## src/rtl/lab4d_sr_receiver.sv

```systemverilog
`default_nettype none
// ============================================================================
//  Module   : lab4d_sr_receiver
//  Function : LAB4D serial register-load receiver. It deserializes SIN on SCLK
//             rises and latches the word on a PCLK rise. A PCLK rise with the
//             wrong bit count raises err_o. The optional LAB4D_SR_RX_DECODE_EN
//             macro splits each accepted word into addr_o and val_o.
//  Revision : 1.0  initial release
// ============================================================================
module lab4d_sr_receiver #(
    parameter int NBITS       = 24,
    parameter int SYNC_STAGES = 2
) (
    input  logic             clk_i,
    input  logic             rst_i,
    input  logic             SIN,
    input  logic             SCLK,
    input  logic             PCLK,
    output logic [NBITS-1:0] dat_o,
    output logic             valid_o,
    output logic             err_o,
    output logic             busy_o,
    output logic [11:0]      addr_o,
    output logic [11:0]      val_o
);

    localparam int          c_CNT_W     = 5;
    localparam logic [4:0]  c_CNT_MAX   = 5'd31;
    localparam logic [4:0]  c_NBITS_CNT = c_CNT_W'(NBITS);

    typedef enum logic [0:0] {
        ST_IDLE  = 1'b0,
        ST_SHIFT = 1'b1
    } state_t;

    state_t             r_state;
    logic [2:0]         r_sync [SYNC_STAGES];   // {SIN, SCLK, PCLK}
    logic [2:0]         r_hist;
    logic [NBITS-1:0]   r_shreg;
    logic [c_CNT_W-1:0] r_count;

    logic [2:0]         w_sync;
    logic               w_sin;
    logic               w_sclk_rise;
    logic               w_pclk_rise;
    logic [c_CNT_W-1:0] w_count_base;
    logic [c_CNT_W-1:0] w_count_nxt;
    logic [NBITS-1:0]   w_shreg_nxt;
    logic               w_load;

    assign w_sync      = r_sync[SYNC_STAGES-1];
    assign w_sin       = w_sync[2];
    assign w_sclk_rise = w_sync[1] & ~r_hist[1];
    assign w_pclk_rise = w_sync[0] & ~r_hist[0];

    // The bit of an SCLK rise is applied before a PCLK rise in the same cycle
    // is judged, so the PCLK check looks at the post-shift values.
    always_comb begin
        w_count_base = (r_state == ST_IDLE) ? '0 : r_count;
        w_count_nxt  = w_count_base;
        w_shreg_nxt  = r_shreg;
        if (w_sclk_rise) begin
            w_count_nxt = (w_count_base == c_CNT_MAX) ? w_count_base
                                                      : w_count_base + 5'd1;
            w_shreg_nxt = {r_shreg[NBITS-2:0], w_sin};
        end
    end

    assign w_load = w_pclk_rise && (w_count_nxt == c_NBITS_CNT);

    always_ff @(posedge clk_i) begin
        if (rst_i) begin
            for (int i = 0; i < SYNC_STAGES; i++) begin
                r_sync[i] <= '0;
            end
            r_hist  <= '0;
            r_shreg <= '0;
            r_count <= '0;
            r_state <= ST_IDLE;
            dat_o   <= '0;
            valid_o <= 1'b0;
            err_o   <= 1'b0;
            busy_o  <= 1'b0;
        end else begin
            r_sync[0] <= {SIN, SCLK, PCLK};
            for (int i = 1; i < SYNC_STAGES; i++) begin
                r_sync[i] <= r_sync[i-1];
            end
            r_hist  <= w_sync;
            r_shreg <= w_shreg_nxt;
            valid_o <= 1'b0;
            err_o   <= 1'b0;

            case (r_state)
                ST_IDLE: begin
                    if (w_pclk_rise) begin
                        r_count <= '0;
                        busy_o  <= 1'b0;
                        if (w_load) begin
                            dat_o   <= w_shreg_nxt;
                            valid_o <= 1'b1;
                        end else begin
                            err_o   <= 1'b1;
                        end
                    end else if (w_sclk_rise) begin
                        r_count <= w_count_nxt;
                        busy_o  <= 1'b1;
                        r_state <= ST_SHIFT;
                    end else begin
                        r_count <= '0;
                        busy_o  <= 1'b0;
                    end
                end
                ST_SHIFT: begin
                    if (w_pclk_rise) begin
                        r_count <= '0;
                        busy_o  <= 1'b0;
                        r_state <= ST_IDLE;
                        if (w_load) begin
                            dat_o   <= w_shreg_nxt;
                            valid_o <= 1'b1;
                        end else begin
                            err_o   <= 1'b1;
                        end
                    end else begin
                        r_count <= w_count_nxt;
                        busy_o  <= 1'b1;
                    end
                end
                default: begin
                    r_count <= '0;
                    busy_o  <= 1'b0;
                    r_state <= ST_IDLE;
                end
            endcase
        end
    end

`ifdef LAB4D_SR_RX_DECODE_EN
    generate
        if (NBITS == 24) begin : g_decode
            always_ff @(posedge clk_i) begin
                if (rst_i) begin
                    addr_o <= '0;
                    val_o  <= '0;
                end else if (w_load) begin
                    addr_o <= w_shreg_nxt[23:12];
                    val_o  <= w_shreg_nxt[11:0];
                end
            end
        end else begin : g_decode_bad_nbits
            $error("lab4d_sr_receiver: LAB4D_SR_RX_DECODE_EN requires NBITS == 24");
            assign addr_o = '0;
            assign val_o  = '0;
        end
    endgenerate
`else
    assign addr_o = '0;
    assign val_o  = '0;
`endif

endmodule
`default_nettype wire

```

## config.mk

```make
export PLATFORM = sky130hd
export DESIGN_NAME = lab4d_sr_receiver
export DESIGN_NICKNAME = d
export VERILOG_FILES = /design/src/rtl/lab4d_sr_receiver.sv
export SDC_FILE = /design/constraint.sdc
export NUM_CORES = 1
export LEC_CHECK = 0
export BUFFER_PORTS_ARGS = -buffer_cell sky130_fd_sc_hd__buf_2
export CORE_MARGIN = 2
export CORE_UTILIZATION = 33
export CTS_BUF_LIST = sky130_fd_sc_hd__clkbuf_8 sky130_fd_sc_hd__clkbuf_16
export DETAILED_ROUTE_END_ITERATION = 8
export GPL_ROUTABILITY_DRIVEN = 0
export MAX_ROUTING_LAYER = met4
export SKIP_CTS_REPAIR_TIMING = 1
export SLEW_MARGIN = 40
export SYNTH_ARGS = -nofsm -noshare
export SYNTH_HDL_FRONTEND = slang
export SYNTH_SLANG_ARGS = --single-unit
```

## constraint.sdc

```tcl
create_clock -name clk_i -period 2.3 [get_ports clk_i]
set_input_delay 0.23 -clock clk_i [delete_from_list [all_inputs] [get_ports clk_i]]
set_output_delay 0.23 -clock clk_i [all_outputs]
set_load 0.01 [all_outputs]
```

==> reports/qor.yml <==
htree_num_levels: 3
clock-sinks: 64
setup_violations: 0
synth_mux_area_share_pct: 23.0
grt-ovfl-total: 0
grt_pass1_vias: 1595
antenna_left: 0
rr_worst_depth: 5
final_max_slew_viol_count: 0
ioPinCount: 56
area_growth_pct: 15.5
cts_tree: "yes"
rsz0062_at_grt: "false"
synth_top_cell_by_area: "dfxtp_1"
synth_compound_area_share_pct: 1.61
numPortBuffers: 31
synth_commonest_cells: "dfxtp_1, nor2b_1, nor2_1"
cts_root_buf: "clkbuf_8"
period_share_pct: 82.0
dpl_worst_slack_ps: 401
ys_ff_latch: 64
core_sq_mm: 0.00773
hold_path.class: "in -> reg"
clkTransAtPathRegs_ps: 70
status: "complete, no violations"
synth-async-reset-ratio_pct: 0
synth_top_family_by_area: "multiplexers"
startpoint_type: "register"
grt_usage_pct: 10.6
drive_gt1_share_pct: 26.8
yosys_warnings: 0
synthAdderAreaFrac_pct: 0
avgRoutedWirePerCell_um: 10.6
drc_errors: 0
synth_top_area_share_pct: 48.5
numCtsBuffers: 9
synth_enable_flop_cells: 0
max_freq_ghz: 0.530
antenna_found_initial: 0
hold_violations: 0
fillCellCount: 789
die_h_um: 93.5
end_kind: "register"
crit_family: "simple AND/OR/NAND/NOR gates"
syn_inst: 239
r2r_start: "r_count[3]$_SDFF_PP0_"
synth_ff_type: "dfxtp_1"
post-dp-hpwl_mm: 2.66
vias: 1567
max_stage_delay_ps: 440
finalPower_mw: 2.26
synth-simple-area-share_pct: 16.9
cp.arrival_ps: 2110
r2r_setup_slack_ps: 410
drtIter0Drc: 57
crit_slowest_cell: "dfxtp_1"
clock_latency_ps: 330
dp.cells: 362
finClkSkew_ps: 10.8
ys_seq_area_share_pct: 48.5
avgSynthCellArea_sq_um: 11.1
hold_end: "r_sync[0][1]$_SDFF_PP0_"
crit_required_ps: 2520
vdd_ir_drop_max_v: 0.000296
yosys-top-cells-area: "dfxtp_1, mux2_4, mux2i_1"
clock_path_buffers: 2
hp-start: "SCLK"
path_class: "reg -> reg"
wirelength_mm: 4.01
dieArea_sq_mm: 0.00874
rows: 32
cp_num_buf_inv: 1
nets: 276
n_antenna_cell: 0
setup_tns_ps: 0
fin_cells: 378
path_cells: "or3b_1, mux2i_4, nand4_4, buf_12, mux2_4"
synth_cell_type_count: 30
setup_ws_ps: 414
yosysMostFrequentCell: "dfxtp_1"
initial_utilization_pct: 34.2
cp_max_fo: 19
p_per_area_mw_per_mm2: 741
post-route-min-period_ps: 1890
p_leak_nw: 1.35
synth_area_sq_mm: 0.00264
cap_violations: 0
reg2reg_to: "dat_o[5]$_SDFFE_PP0P_"
grt_pass1_wl_mm: 6.98
viasPerCell: 4.15
synth_xor_area_share_pct: 0.331
fp.dieW_um: 93.5
drt-pass1-iter-count: 4
grt_max_degree: 39
hold-path-cell-count: 2
[cell type report]
class	count	area (sq um)	share of cell area, %
Sequential cell	64	1280	42.0
Multi-Input combinational cell	161	1200	39.4
Timing Repair Buffer	35	210	6.89
Clock buffer	10	138	4.51
Tap cell	102	128	4.18
Clock inverter	6	91.3	2.99
[flip-flops by register name (all words and copies together), names as in the netlist]
register,cells
dat_o,24
err_o,1
r_count,5
r_hist,2
r_shreg,24
r_state,1
r_sync,6
valid_o,1
[kinds of logic after synthesis]
kind of cell              after synthesis
and+or+nand+nor                        80
DFF                                    64
muxes                                  49
buffers and inverters                  37
AOI/OAI and AO/OA                       7
xor gates and xnor gates                1
other                                   1
[stage by stage]
step / util, % / instance area [sq um] / hold slack (ps)
3_5_place_dp: 36.5 / 2820 / 428
5_1_grt: 39.5 / 3050 / 97.0
3_3_place_gp: 36.5 / 2820 / 430
4_1_cts: 39.5 / 3050 / 87.4
2_1_floorplan: - / 2730 / 358
6_report: 39.5 / 3050 / 109
[metal layers]
layer / routed length [um] / track usage [%]
met3: 206 / 4.19
met4: 59 / 5.51
met5: 0 / -
met1: 1910 / 12.2
met2: 1830 / 15.9
[cells in the final DEF (no fill, tap or decap), types with 2 or more instances in the layout]
cell type / n
dfxtp_1: 64
and3_1: 2
a31oi_1: 2
and2_1: 2
nand3_1: 2
nor3_1: 3
clkbuf_8: 10
a21oi_1: 2
nor2b_1: 33
buf_2: 31
nor2_1: 27
nand2_1: 2
mux2i_1: 24
mux2_4: 20
bufinv_16: 2
mux2_1: 4
buf_12: 2
nand3b_1: 2
clkinv_4: 2
buf_4: 2
conb_1: 24
[worst max-delay path by stage]
stage | from | end | slack (ps) | cells past startpoint
after floorplan | r_count[2]$_SDFF_PP0_ | dat_o[10]$_SDFFE_PP0P_ | 560 | 6
after global placement | r_count[3]$_SDFF_PP0_ | dat_o[5]$_SDFFE_PP0P_ | 450 | 5
after detailed placement | r_count[3]$_SDFF_PP0_ | dat_o[19]$_SDFFE_PP0P_ | 400 | 5
after CTS | r_count[3]$_SDFF_PP0_ | dat_o[5]$_SDFFE_PP0P_ | 400 | 5
after global routing | r_count[3]$_SDFF_PP0_ | dat_o[23]$_SDFFE_PP0P_ | 330 | 5
final | r_count[3]$_SDFF_PP0_ | dat_o[5]$_SDFFE_PP0P_ | 410 | 5
[where the power goes]
| group | leakage [nW] | internal (mW) | switching (mW) | total, mW |
|---|---|---|---|---|
| registers | 0.517 | 1.12 | 0.00396 | 1.12 |
| clock network | 0.117 | 0.645 | 0.427 | 1.07 |
| logic | 0.712 | 0.0215 | 0.0493 | 0.0707 |
| total | 1.35 | 1.78 | 0.480 | 2.26 |
(Power assumes the default switching activity.)
